--- config.mk ---
export PLATFORM = sky130hd
export DESIGN_NAME = noc_inject_ni
export DESIGN_NICKNAME = d
export VERILOG_FILES = /design/src/rtl/noc_pkg.sv /design/src/rtl/noc_credit_counter.sv /design/src/rtl/noc_inject_ni.sv
export SDC_FILE = /design/constraint.sdc
export NUM_CORES = 1
export LEC_CHECK = 0
export ABC_AREA = 1
export CORE_MARGIN = 5
export CORE_UTILIZATION = 43
export DETAILED_ROUTE_END_ITERATION = 12
export PLACE_DENSITY = 0.83
export SLEW_MARGIN = 20
export SYNTH_ARGS = -nofsm -noshare
export SYNTH_HDL_FRONTEND = slang
export SYNTH_SLANG_ARGS = --single-unit
--- constraint.sdc ---
create_clock -name clk -period 1.83 [get_ports clk]
set_input_delay 0.2745 -clock clk [delete_from_list [all_inputs] [get_ports clk]]
set_output_delay 0.2745 -clock clk [all_outputs]
set_load 0.02 [all_outputs]
--- src/rtl/noc_pkg.sv ---
// rtl/noc_pkg.sv - shared types and widths for the NoC injection interface
// Purpose: flit type encoding, flit struct, field widths and FSM state type.
package noc_pkg;

  localparam int FLIT_W    = 16;
  localparam int PAYLOAD_W = 14;
  localparam int DEST_W    = 4;
  localparam int LEN_W     = 4;
  localparam int CNT_W     = 3;

  typedef enum logic [1:0] {
    FLIT_BODY     = 2'b00,
    FLIT_TAIL     = 2'b01,
    FLIT_HEAD     = 2'b10,
    FLIT_HEADTAIL = 2'b11
  } flit_type_e;

  typedef struct packed {
    flit_type_e           ftype;
    logic [PAYLOAD_W-1:0] payload;
  } flit_t;

  typedef enum logic [1:0] {
    ST_IDLE = 2'd0,
    ST_HEAD = 2'd1,
    ST_BODY = 2'd2
  } state_e;

  // Head payload: zero padding above {dest, len}.
  function automatic logic [PAYLOAD_W-1:0] head_payload(input logic [DEST_W-1:0] dest,
                                                        input logic [LEN_W-1:0]  len);
    return {{(PAYLOAD_W-DEST_W-LEN_W){1'b0}}, dest, len};
  endfunction

endpackage

--- src/rtl/noc_credit_counter.sv ---
// rtl/noc_credit_counter.sv - credit counter with sticky overflow flag
// Ports:
//   clk, rst        clock, asynchronous active-low reset
//   inc             credit returned by the router this cycle
//   dec             flit issued this cycle (only asserted while can_send)
//   count           current credit count
//   can_send        count is non-zero
//   overflow        sticky: a credit arrived while already full with no issue
module noc_credit_counter
  import noc_pkg::*;
#(
  parameter int CREDITS = 4
) (
  input  logic             clk,
  input  logic             rst,
  input  logic             inc,
  input  logic             dec,
  output logic [CNT_W-1:0] count,
  output logic             can_send,
  output logic             overflow
);

  localparam logic [CNT_W-1:0] INIT = CNT_W'(CREDITS);

  logic [CNT_W-1:0] count_q, count_d;
  logic             overflow_q, overflow_d;

  always_comb begin
    count_d    = count_q;
    overflow_d = overflow_q;
    if (inc && !dec) begin
      // A credit beyond the buffer depth is a protocol error; the count saturates.
      if (count_q == INIT) overflow_d = 1'b1;
      else                 count_d    = count_q + 1'b1;
    end else if (dec && !inc) begin
      count_d = count_q - 1'b1;
    end
  end

  always_ff @(posedge clk or negedge rst) begin
    if (!rst) begin
      count_q    <= INIT;
      overflow_q <= 1'b0;
    end else begin
      count_q    <= count_d;
      overflow_q <= overflow_d;
    end
  end

  assign count    = count_q;
  assign can_send = (count_q != '0);
  assign overflow = overflow_q;

endmodule

--- src/rtl/noc_inject_ni.sv ---
// rtl/noc_inject_ni.sv - credit-based packet-to-flit injection network interface
// Ports:
//   clk, rst                                clock, asynchronous active-low reset
//   msg_valid_i/msg_ready_o/dest/len        packet header handshake from core
//   word_valid_i/word_ready_o/word_data_i   payload word handshake from core
//   valid_o, data_o                         registered flit towards router
//   credit_i                                credit return pulse from router
//   credits_o, err_o                        credit count, sticky overflow error
module noc_inject_ni
  import noc_pkg::*;
#(
  parameter int CREDITS = 4
) (
  input  logic                 clk,
  input  logic                 rst,
  input  logic                 msg_valid_i,
  output logic                 msg_ready_o,
  input  logic [DEST_W-1:0]    msg_dest_i,
  input  logic [LEN_W-1:0]     msg_len_i,
  input  logic                 word_valid_i,
  output logic                 word_ready_o,
  input  logic [PAYLOAD_W-1:0] word_data_i,
  output logic                 valid_o,
  output logic [FLIT_W-1:0]    data_o,
  input  logic                 credit_i,
  output logic [CNT_W-1:0]     credits_o,
  output logic                 err_o
);

  state_e             state_q, state_d;
  logic [DEST_W-1:0]  dest_q, dest_d;
  logic [LEN_W-1:0]   len_q, len_d;
  logic [LEN_W-1:0]   remaining_q, remaining_d;
  logic               valid_q, valid_d;
  flit_t              data_q, data_d;

  logic               issue;
  logic               can_send;
  flit_t              flit;

  noc_credit_counter #(.CREDITS(CREDITS)) u_credit (
    .clk      (clk),
    .rst      (rst),
    .inc      (credit_i),
    .dec      (issue),
    .count    (credits_o),
    .can_send (can_send),
    .overflow (err_o)
  );

  always_comb begin
    state_d      = state_q;
    dest_d       = dest_q;
    len_d        = len_q;
    remaining_d  = remaining_q;
    issue        = 1'b0;
    flit         = '0;
    msg_ready_o  = 1'b0;
    word_ready_o = 1'b0;

    case (state_q)
      ST_IDLE: begin
        msg_ready_o = 1'b1;
        if (msg_valid_i) begin
          dest_d  = msg_dest_i;
          len_d   = msg_len_i;
          state_d = ST_HEAD;
        end
      end
      ST_HEAD: begin
        if (can_send) begin
          issue        = 1'b1;
          flit.payload = head_payload(dest_q, len_q);
          if (len_q == '0) begin
            flit.ftype = FLIT_HEADTAIL;
            state_d    = ST_IDLE;
          end else begin
            flit.ftype  = FLIT_HEAD;
            remaining_d = len_q;
            state_d     = ST_BODY;
          end
        end
      end
      ST_BODY: begin
        word_ready_o = can_send;
        if (word_valid_i && can_send) begin
          issue        = 1'b1;
          flit.payload = word_data_i;
          remaining_d  = remaining_q - 1'b1;
          if (remaining_q == LEN_W'(1)) begin
            flit.ftype = FLIT_TAIL;
            state_d    = ST_IDLE;
          end else begin
            flit.ftype = FLIT_BODY;
          end
        end
      end
      default: state_d = ST_IDLE;
    endcase

    // Output register: pulse valid for one cycle, data holds the last flit.
    valid_d = issue;
    data_d  = issue ? flit : data_q;
  end

  always_ff @(posedge clk or negedge rst) begin
    if (!rst) begin
      state_q     <= ST_IDLE;
      dest_q      <= '0;
      len_q       <= '0;
      remaining_q <= '0;
      valid_q     <= 1'b0;
      data_q      <= '0;
    end else begin
      state_q     <= state_d;
      dest_q      <= dest_d;
      len_q       <= len_d;
      remaining_q <= remaining_d;
      valid_q     <= valid_d;
      data_q      <= data_d;
    end
  end

  assign valid_o = valid_q;
  assign data_o  = data_q;

endmodule

# After elaboration in Yosys (flattened, before gate mapping)
# Cells that the tools add are included.
# W data, S select, Z words.
[classes] reduce_logical=15 addsub=3 n_mux=23 n_eq_ne=10
[op_table] op="$pmux W16 S2" count=1
[op_table] op="$mux W16" count=1
[op_table] op="$mux W15" count=1
[op_table] op="$mux W4" count=3
[op_table] op="$ne A2 B2 Y1 const B" count=6
[op_table] op="$mux W2" count=5
[op_table] op="$mux W3" count=3
[op_table] op="$pmux W4 S2" count=1
[op_table] op="$reduce_and A4 Y1" count=2
[op_table] op="$mux W1" count=6
[op_table] op="$pmux W2 S3" count=1
[op_table] op="$reduce_and A2 Y1" count=3
[op_table] op="$eq A4 B1 Y1 const B" count=1
[op_table] op="$logic_not A4 Y1" count=1
[op_table] op="$reduce_bool A2 Y1" count=2
[op_table] op="$sub A4 B1 Y4 const B" count=1
[op_table] op="$add A3 B1 Y3 const B" count=1
[op_table] op="$eq A3 B3 Y1 const B" count=1
[op_table] op="$logic_and A1 B1 Y1" count=3
[op_table] op="$reduce_bool A3 Y1" count=1
[op_table] op="$sub A3 B1 Y3 const B" count=1
[op_table] op="$eq A2 B1 Y1 const B" count=1
[op_table] op="$eq A2 B2 Y1 const B" count=1
[op_table] op="$logic_not A1 Y1" count=2
[op_table] op="other kinds (2)" count=2
[totals] word_cells=60 regBits=35 output_inout_bits=23

# Depth between registers and ports, before layout
[depth] depth_word=8 depth_mapped=11 depth_no_buf=10

# Modules after synthesis
# Synthesis repeated with hierarchy kept, for this count alone.
[hier_totals] cells_unflattened=200 area_unflattened_um2=1774.2
[modules_own_cells] mod="noc_inject_ni" seq_area_each_um2=775.7 n_inst=1 cells_each=167 area_each_um2=1516.5
[modules_own_cells] mod="noc_credit_counter" seq_area_each_um2=101.3 n_inst=1 cells_each=33 area_each_um2=257.7

# Worst setup path after synthesis
# No wires, ideal clock.
[synth_path] kind="register to register" start="reg u_credit.count_q[1] (netlist: u_credit.count[1])" end="reg u_credit.count_q[2] (netlist: u_credit.count[2])" n_path_buf=1 setup_slack_ns=-0.095 stages_incl_launch_ff=12 t_arrival_ns=1.864 cell_sequence="dfrtp_1 nor2_2 nand2_4 nand3_2 buf_6 nand3_2 fa_1 inv_1 nand4_1 nand3_1 nand2_1 nand2_1"
[synth_via] elab_chain_cells=8
[synth_lines] item="from (decl)" line_no="noc_credit_counter.sv:25" rtl="logic [CNT_W-1:0] count_q, count_d;"
[synth_lines] item="from (signal assigned)" line_no="noc_credit_counter.sv:45" rtl="count_q <= count_d;"
[synth_lines] item="$reduce_bool A3 Y1" line_no="noc_credit_counter.sv:51" rtl="assign can_send = (count_q != '0);"
[synth_lines] item="$logic_and A1 B1 Y1" line_no="noc_inject_ni.sv:86" rtl="if (word_valid_i && can_send) begin"
[synth_lines] item="$mux W1" line_no="noc_inject_ni.sv:86"
[synth_lines] item="$pmux W1 S2" line_no="noc_inject_ni.sv:61" rtl="case (state_q)"
[synth_lines] item="$logic_not A1 Y1" line_no="noc_credit_counter.sv:31" rtl="if (inc && !dec) begin"
[synth_lines] item="$logic_and A1 B1 Y1" line_no="noc_credit_counter.sv:31"
[synth_lines] item="$ne A2 B2 Y1 (no source line) / $reduce_bool A2 Y1 (equally long branches)"
[synth_lines] item="$reduce_and A2 Y1 (no source line)"
# Parallel ways exist; a longest one is shown, timed or not. The select of a mux whose other input is x is not followed.
# A chain may end at the register's enable or synchronous reset.

# Worst setup path in the final report
[layout_path] start="reg u_credit.count_q[2] (netlist: u_credit.count[2])" end="out credits_o[2]"
[layout_lines] item="to (decl)" line_no="noc_inject_ni.sv:26" rtl="output logic [CNT_W-1:0] credits_o,"
# No word-level cell between the ends.

==> impl.org <==
** Status
- The run finished with clean final reports.

** STA
- The number of slew-limit violations in the final report came to 0.
- Share of the clock period used by the worst path :: 94.7%
- The worst pin sits at a relative slew slack of 70.5%.
- Final critical-path setup slack :: 96.8 ps
- On the final layout, the worst hold slack is 401 ps.
- Clock skew on the completed layout was measured at 7.05 ps.
- Worst-Margin Slew :: 442 ps
- Post-route minimum period :: 1730 ps
- Setup repair after global routing could not meet its margin everywhere.
- Final hold violation count :: 0
- Max Clock Freq :: 577 MHz
- Setup violations remaining at the end of the flow were counted as 0.

** Final layout
- Summing all flip-flop and latch instances after layout gives 880 um2.
- Utilization of the core after routing :: 63.3%
- The post-route netlist has 20.3% of its cells at a drive strength greater than 1.
- Layout area overhead :: 41.7%
- After filler insertion, the fill cell instance count of the layout stands at 330.
- Count of inserted antenna diode cells :: 0
- Multi-input gate area in the final layout :: 810 um2
- Final Net Count :: 288

** Clock tree
- Number of buffers added to fix hold violations after cts :: 0
- The longest clock path from root to sink contains 2 buffers.
- The clock drives 35 sinks.
- The H-tree was split into 2 levels.
- Source-to-sink clock delay at the later pin of the worst-skew pair :: 280 ps
- TritonCTS buffer count :: 5
- Clock tree from TritonCTS :: done
- Clock slew seen by the registers of the worst setup and hold paths :: 70 ps
- Library cell used as clock root buffer :: clkbuf_8

** Floorplan
- The total area inside the core boundary comes to 0.00403 mm2.
- In this run the vertical extent of the chip is 74.7 um.
- Die X :: 74.7 um
- Number of rows created at floorplan :: 23
- The die covers 0.00558 mm2.
- The initial utilization of the core area, before any placement, comes to 44.7%.
- 50 I/O pins were placed.

** Run
- Number of maximum-capacitance violations :: 0

** Setup path
- Delay of the slowest cell on the worst path :: 610 ps
- STA classifies the critical path startpoint as a flip-flop.
- The worst setup path is captured at an output pin.
- The kind of cell with the highest combined delay along the critical path is buffers and inverters.
- At the worst endpoint, the required time is 1560 ps.
- Together, buffers and inverters on the worst path number 1.
- Of all nets on the critical path, the largest fanout is 4.
- The slowest stage of the critical path is the clkdlybuf4s50_1 cell.
- The worst setup path is of the flip-flop to output pin kind.
- Data on the critical path arrives at its endpoint at 1460 ps.
- Walking the worst path, the cells encountered are clkdlybuf4s50_1.

** Synth
- The synthesized netlist devotes 4.59% of its cell area to adder and majority cells.
- Most frequent cell after synthesis :: dfrtp_1
- The synthesized netlist devotes 24.6% of its cell area to simple gates.
- Warnings, synthesis :: 0
- By area the synthesized netlist is led by dfrtp_1, nand3_1, inv_1, nand2_1, o21ai_0.
- Synthesis produced a netlist whose cell count is 191.
- Dominant synthesized flop cell :: dfrtp_1
- Synthesized netlist net count :: 224
- After synthesis, the largest family of logic cells by area is simple AND/OR/NAND/NOR gates.
- For this run, asynchronously set or reset flops after synthesis account for 100%.
- The synthesized netlist devotes 9.74% of its cell area to compound gates.
- Portion of netlist area occupied by mux cells :: 3.13%
- Yosys mapped a number of flops with a built-in enable equal to 0.
- Portion of synthesized cell area occupied by the leading cell type :: 47.3%
- The largest total area in the synthesized netlist belongs to dfrtp_1.
- The synthesized design contains 35 register bits.
- Mapped Area :: 0.00180 mm2
- Sequential-to-total area share from yosys stat :: 48.7%
- Synthesized area divided by synthesized cell count :: 9.42 um2
- Counting distinct cell types in the post-synthesis netlist gives 30.
- Synth top cells by count :: dfrtp_1, nand3_1, inv_1, nand2_1, nor2_1
- Fraction of synthesized cell area in xor and xnor cells :: 0.974%

** Power and ir drop
- VDD IR max :: 0.884 mV
- For this design the static power due to leakage is 1.15 nW.
- Power spread over the standard cell area amounts to 1770 mW/mm2.

** Place
- Pre-CTS setup slack :: 16.4 ps
- During placement, the flow inserted port buffers numbering 49.
- Last weighted congestion value of the routability-driven placer :: 0.821
- HPWL reported at the end of detailed placement :: 3.19 mm

** Route
- Once detail routing completed, the nets flagged for antenna violations numbered 0.
- The first routing iteration left 86 violations.
- After detailed routing, the number of remaining DRC violations is 0.
- In the final routed layout, each cell accounts on average for 13.3 um.
- Overall routed net length :: 4.06 mm
- For this run, the detailed router's first-pass iteration total came to 4.
- DR vias/cell :: 4.98
- The routed layout has 1524 vias.

** Global route
- The total overflow left after global routing is 0.
- The via count of the first global-routing pass is 1390.
- Largest net degree at the start of global routing :: 36
- Global-route wire length before repair :: 6.45 mm
- In the global route stage, overall resource usage came out at 15.3%.
- The initial antenna violation count was 0.

** Hold path
- Worst hold path class :: input pin to asynchronous set/reset pin
cell families after synthesis:
kind of cell	Yosys count
multiplexers	5
flip-flops	35
AND/OR/NAND/NOR	82
buffers and inverters	30
adder cells (fa/ha/maj)	6
AO/OA/AOI/OAI	31
XOR/XNOR	2
per-layer routing:
metal  routed length, um  up-vias  global-route usage [%]
li1                    -      765                       -
met5                   0        -                       0
met1                1780      714                    20.2
met3                 204        4                    2.94
met2                2040       41                    25.4
met4                  36        0                    5.34
worst reg2reg max path: cells and delay by family, from the launching register on:
| family | cells | cell delay, ps |
|---|---|---|
| adder cells (fa/ha/maj) | 2 | 590 |
| AND/OR/NAND/NOR | 6 | 500 |
| flip-flops | 1 | 430 |
| buffers and inverters | 2 | 150 |
timing repair:
| item | CTS | global route |
|---|---|---|
| pin swaps | 0 | 5 |
| setup endpoints to repair | 2 | 3 |
| resized for setup | 4 | 7 |
| buffers inserted | 0 | 3 |
metrics by stage:
| step | instance area [um2] | setup TNS, ps | power (mW) | cells |
|---|---|---|---|---|
| after floorplan | 1820 | 0 | 2.96 | 191 |
| after global placement | 2410 | 0 | 3.71 | 295 |
| after detailed placement | 2410 | 0 | 3.80 | 295 |
| after CTS | 2510 | 0 | 4.46 | 303 |
| after global routing | 2550 | -2.49 | 4.83 | 306 |
| final | 2550 | 0 | 4.50 | 306 |
layout make-up:
class | count | area share [%]
sequential | 35 | 34.5
inverter | 22 | 3.24
timing repair buffer | 65 | 23.9
tap | 50 | 2.45
clock buffer | 7 | 2.99
clock inverter | 1 | 1.18
multi-input combinational | 126 | 31.8
worst paths after layout:
kind | start | slack (ps) | endpoint | cells past startpoint
worst max-delay path | u_credit.count[2] | 100 | credits_o[2] | 1
worst min-delay path | rst | 400 | u_credit.count[0] | 2
worst max register to register | state_q[1] | 100 | u_credit.count[2] | 10
worst min register to register | data_o[15] | 480 | data_o[15] | 2
max in group asynchronous | rst | 1100 | u_credit.count[2] | 2
min in group clk | data_o[15] | 480 | data_o[15] | 2
placed cells by master (no fill, tap or decap), drive strengths merged:
master and n:
mux2 5, o22ai 1, clkdlybuf4s50 47, nand2 26, clkbuf 7, fa 1, dfstp 1, buf 17
o21bai 1, o21ai 13, xor2 1, or2 1, xnor2 1, nand3 30, a21oi 8, inv 22
dfrtp 34, dlygate4sd2 1, a31oi 8, ha 5, nand4 6, nor2 19, bufinv 1
where the power goes:
group	switching [mW]	internal [mW]	total, mW
clock	0.264	0.407	0.671
combinational	1.33	1.12	2.44
sequential	0.247	1.14	1.39
registers in the layout, summed over array words and instances, names as in the netlist:
name and flops:
len_q 4, valid_o 1, data_o 16, u_credit.count 3
remaining_q 4, u_credit.overflow 1, state_q 2, dest_q 4
No activity file was read; power rests on OpenSTA's default activity.
